**config.mk**
```make
export PLATFORM = sky130hd
export DESIGN_NAME = svc_rv_mem_arb
export DESIGN_NICKNAME = d
export VERILOG_FILES = /design/src/rtl/svc_rv_pkg.sv /design/src/rtl/svc_rv_mem_arb.sv
export SDC_FILE = /design/constraint.sdc
export NUM_CORES = 1
export LEC_CHECK = 0
export BUFFER_PORTS_ARGS = -buffer_cell sky130_fd_sc_hd__buf_2
export CORE_AREA = 2 2 118 120
export DETAILED_ROUTE_END_ITERATION = 10
export DIE_AREA = 0 0 120 122
export GPL_TIMING_DRIVEN = 0
export REMOVE_ABC_BUFFERS = 1
export SLEW_MARGIN = 20
export SYNTH_ARGS = -nofsm -noshare
export SYNTH_HDL_FRONTEND = slang
export SYNTH_SLANG_ARGS = --single-unit
```
**constraint.sdc**
```tcl
create_clock -name clk -period 1.7 [get_ports clk]
set_clock_uncertainty 0.1 [all_clocks]
set_input_delay 0.17 -clock clk [delete_from_list [all_inputs] [get_ports clk]]
set_output_delay 0.17 -clock clk [all_outputs]
set_load 0.03 [all_outputs]
```
**src/rtl/svc_rv_pkg.sv**
```systemverilog
// Shared RV SoC definitions: read-response owner tag used by the memory arbiter.
package svc_rv_pkg;

  typedef enum logic [1:0] {
    OWN_NONE   = 2'd0,
    OWN_IFETCH = 2'd1,
    OWN_DATA   = 2'd2
  } owner_e;

endpackage

```
**src/rtl/svc_rv_mem_arb.sv**
```systemverilog
// Single-port SRAM arbiter between instruction fetch and data load/store,
// data-priority with bounded fetch starvation and 1-cycle read latency.
module svc_rv_mem_arb
  import svc_rv_pkg::*;
#(
  parameter int unsigned AW         = 32,
  parameter int unsigned DW         = 32,
  parameter int unsigned STARVE_MAX = 4
) (
  input  logic            clk,
  input  logic            rst_n,
  input  logic            i_valid,
  input  logic [AW-1:0]   i_addr,
  output logic            i_ready,
  output logic            i_rdata_valid,
  output logic [DW-1:0]   i_rdata,
  input  logic            d_valid,
  input  logic            d_write,
  input  logic [AW-1:0]   d_addr,
  input  logic [DW-1:0]   d_wdata,
  input  logic [DW/8-1:0] d_wstrb,
  output logic            d_ready,
  output logic            d_rdata_valid,
  output logic [DW-1:0]   d_rdata,
  output logic            sram_rd_en,
  output logic [AW-1:0]   sram_rd_addr,
  input  logic [DW-1:0]   sram_rd_data,
  output logic            sram_wr_en,
  output logic [AW-1:0]   sram_wr_addr,
  output logic [DW-1:0]   sram_wr_data,
  output logic [DW/8-1:0] sram_wr_strb
);

  localparam int unsigned   CW         = (STARVE_MAX < 1) ? 1 : $clog2(STARVE_MAX + 1);
  localparam logic [CW-1:0] STARVE_LIM = CW'(STARVE_MAX);

  logic [CW-1:0] starve_q, starve_d;
  owner_e        owner_q, owner_d;
  logic          grant_i, grant_d, d_rd, d_wr;

  always_comb begin
    // Fetch wins only when data is absent or fetch has waited STARVE_MAX cycles.
    grant_i = i_valid && (!d_valid || (starve_q == STARVE_LIM));
    grant_d = d_valid && !grant_i;
    d_rd    = grant_d && !d_write;
    d_wr    = grant_d && d_write;

    starve_d = starve_q;
    if (!i_valid || grant_i) begin
      starve_d = '0;
    end else if (starve_q != STARVE_LIM) begin
      starve_d = starve_q + 1'b1;
    end

    owner_d = OWN_NONE;
    if (grant_i) begin
      owner_d = OWN_IFETCH;
    end else if (d_rd) begin
      owner_d = OWN_DATA;
    end
  end

  always_ff @(posedge clk or negedge rst_n) begin
    if (!rst_n) begin
      starve_q <= '0;
      owner_q  <= OWN_NONE;
    end else begin
      starve_q <= starve_d;
      owner_q  <= owner_d;
    end
  end

  always_comb begin
    i_ready       = grant_i;
    d_ready       = grant_d;
    i_rdata_valid = (owner_q == OWN_IFETCH);
    d_rdata_valid = (owner_q == OWN_DATA);
    i_rdata       = sram_rd_data;
    d_rdata       = sram_rd_data;

    sram_rd_en    = grant_i || d_rd;
    sram_rd_addr  = '0;
    if (grant_i) begin
      sram_rd_addr = i_addr;
    end else if (d_rd) begin
      sram_rd_addr = d_addr;
    end

    sram_wr_en   = d_wr;
    sram_wr_addr = d_wr ? d_addr  : '0;
    sram_wr_data = d_wr ? d_wdata : '0;
    sram_wr_strb = d_wr ? d_wstrb : '0;
  end

endmodule

```
==> results.json <==
{
  "path_clk_slew_ps": 40,
  "fp.coreArea_um2": 13500,
  "drt-total-wl_um": 13000,
  "routed_wire_length_per_instance_um": 24.2,
  "dp.final_hpwl_um": 9310,
  "hold_violations": 0,
  "postSynthRegisterBits": 5,
  "tightestPinTransition_ps": 308,
  "route.vias.total": 2178,
  "port-buffer-count": 210,
  "design.die.area_um2": 14600,
  "finish.utilization_pct": 25.6,
  "path_class": "reg -> out",
  "htree_levels": 1,
  "drt_iter0_markers": 85,
  "mappedNetlistArea_um2": 1560,
  "die_height_um": 122,
  "worst_path_largest_cell_delay_ps": 380,
  "synth-seq-area-share_pct": 8.02,
  "antenna_found_initial": 0,
  "die_x_um": 120,
  "max_freq_ghz": 0.508,
  "num-fill-cells": 1484,
  "grt_overflow_total": 0,
  "share_of_the_cycle_needed_by_the_critical_path_after_routing_pct": 116,
  "rsz0062_at_grt": "yes",
  "drt_pass1_iterations": 4,
  "violations": "negative setup slack",
  "power_leakage_uw": 0.00177,
  "grt_pass1_wl_um": 16200,
  "finalHoldWorstSlack_ps": 160,
  "critical_path.cell_chain": "inv_2 -> ha_4 -> nand2_4 -> a21boi_4 -> buf_12 -> buf_12 -> a22o_1 -> buf_6",
  "critPathCaptureType": "output pin",
  "grt_util_all_layers_pct": 16.1,
  "num_io_pins": 307,
  "cts_buffers": 3,
  "min_clock_period_post_route_ps": 1970,
  "worst_slack_ps": -270,
  "cp_max_fo": 13,
  "area.growth.synth_to_final_pct": 121,
  "antenna-diode-count": 0,
  "worst_path_max_delay_cell": "sky130_fd_sc_hd__dfrtp_1",
  "layout-drive-gt1-share_pct": 81.6,
  "setup_viol_count_final": 103,
  "finalWeightedCongestion": 0.774,
  "postRouteAntennaNets": 0,
  "worst-endpoint-required_ps": 1430,
  "ys.warnings.count": 0,
  "syn-mean-instance-area_um2": 7.69,
  "cpLargestDelayFamily": "buffers and inverters",
  "detail_route.drc_violations": 0,
  "power_density_nw_per_um2": 446,
  "critical_path_buf_inv_count": 4,
  "grt_pass1_vias": 2137,
  "max-cap-violations": 0,
  "timing.slew.headroom_pct": 79.5,
  "finish.net_count": 498,
  "most-common-layout-cells": "sky130_fd_sc_hd__buf_2, sky130_fd_sc_hd__buf_6, sky130_fd_sc_hd__and2_4, sky130_fd_sc_hd__a22o_1, sky130_fd_sc_hd__and2_1",
  "final_common_cell": "sky130_fd_sc_hd__buf_2",
  "netlist_instances": 203,
  "vdd.ir_drop.worst_mv": 0.196,
  "critical_path.most_common_cell": "sky130_fd_sc_hd__buf_12",
  "route.detailed.vias_per_inst": 4.05,
  "start_util_pct": 11.6,
  "clockRootBuffer": "sky130_fd_sc_hd__clkbuf_16",
  "final.setup.tns_ps": -23220,
  "outcome": "finished, violations left",
  "num_clock_sinks": 5,
  "synthDistinctLibCells": 21,
  "grt_start_max_net_pins": 36,
  "final_max_slew_viol_count": 0,
  "timing.critical_path.arrival_ps": 1700,
  "clock_latency_ps": 230,
  "cts-root-to-sink-buffers": 2,
  "core.rowCount": 43,
  "tritoncts": "done",
  "start_kind": "flop",
  "timing.hold.worst.class": "in -> reg"
}
path summary, 6_finish.rpt:
path / slack [ps] / from / end / cells past startpoint
hold reg to reg: 550 / starve_q[0]$_DFFE_PN0P_ / starve_q[0]$_DFFE_PN0P_ / 3
hold / removal: 160 / i_valid / starve_q[2]$_DFFE_PN0P_ / 3
setup reg to reg: 360 / starve_q[0]$_DFFE_PN0P_ / owner_q[0]$_DFF_PN0_ / 6
min in group asynchronous: 180 / rst_n / starve_q[2]$_DFFE_PN0P_ / 2
max in group asynchronous: 1190 / rst_n / owner_q[1]$_DFF_PN0_ / 2
setup / recovery: -270 / starve_q[0]$_DFFE_PN0P_ / sram_rd_addr[21] / 8
power breakdown:
group	leakage (uW)	internal [uW]	switching, uW
combinational	0.00166	491	530
sequential	0.0000666	124	2.74
clock	0.0000382	311	80.7
area by class of cell:
cell class	count	area (um2)	area share, %
sequential	5	125	3.62
inverter	2	7.51	0.217
multi-input combinational	122	1070	31.0
tap	180	225	6.52
timing repair buffer	225	1950	56.4
clock buffer	4	78.8	2.28
layer usage:
layer  part of all wire [%]  wire (um)  global-route usage (%)  vias to the layer above
li1                       -          -                       -                      927
met1                     47       6080                    22.6                     1017
met2                     37       4820                    20.0                      223
met5                   0.50         65                       0                        -
met4                   0.32         42                    1.32                        2
met3                     15       2000                    11.9                        9
flip-flops by register name (all words and copies together) (netlist names):
register / count
owner_q: 2
starve_q: 3
tightest hold or removal path: cells and delay by family:
family / cells / cell delay, ps
buffers and inverters: 1 / 140
and+or+nand+nor: 2 / 140
synth_stat cells:
library cell               instances  area [um2]
sky130_fd_sc_hd__nor2b_1           2        12.5
sky130_fd_sc_hd__buf_4            64         480
sky130_fd_sc_hd__dfrtp_1           5         125
sky130_fd_sc_hd__ha_1              2        25.0
sky130_fd_sc_hd__clkbuf_1          4        15.0
sky130_fd_sc_hd__and2_1           59         369
sky130_fd_sc_hd__a21boi_2          1        11.3
sky130_fd_sc_hd__nand3_2           1        10.0
sky130_fd_sc_hd__buf_2             8        40.0
sky130_fd_sc_hd__nor3b_1           1        7.51
sky130_fd_sc_hd__a22o_1           32         280
sky130_fd_sc_hd__and4_1            1        8.76
sky130_fd_sc_hd__inv_1             2        7.51
sky130_fd_sc_hd__and2_4           10        87.6
sky130_fd_sc_hd__or2_2             1        6.26
sky130_fd_sc_hd__and3b_1           1        8.76
sky130_fd_sc_hd__buf_6             3        33.8
sky130_fd_sc_hd__nand2_1           2        7.51
sky130_fd_sc_hd__nor2_1            2        7.51
sky130_fd_sc_hd__mux2i_1           1        10.0
sky130_fd_sc_hd__and3_1            1        6.26
per-stage QoR:
step | setup slack, ps | instance area [um2] | power [uW] | instances
after floorplan | -770 | 991 | 533 | 124
after global placement | -1570 | 2270 | 833 | 514
after detailed placement | -518 | 2330 | 852 | 516
after CTS | -304 | 3320 | 1510 | 535
after global routing | -327 | 3460 | 1610 | 538
final | -270 | 3460 | 1540 | 538
timing repair:
item | 4_1_cts | 5_1_grt
pin swaps | 13 | 27
endpoints found under the setup margin | 104 | 103
buffers inserted | 9 | 3
hold endpoints to repair | 5 | 0
gates cloned | 5 | 3
hold buffers | 1 | 0
resized for setup | 244 | 34
logic make-up after synthesis:
family                     Yosys count  share of synthesized area (%)
adders and majority gates            2                           1.60
AOI/OAI and AO/OA                   33                           18.7
DFF                                  5                           8.02
and+or+nand+nor                     81                           34.1
muxes                                1                          0.642
buffers and inverters               81                           37.0
(Power assumes the default switching activity.)
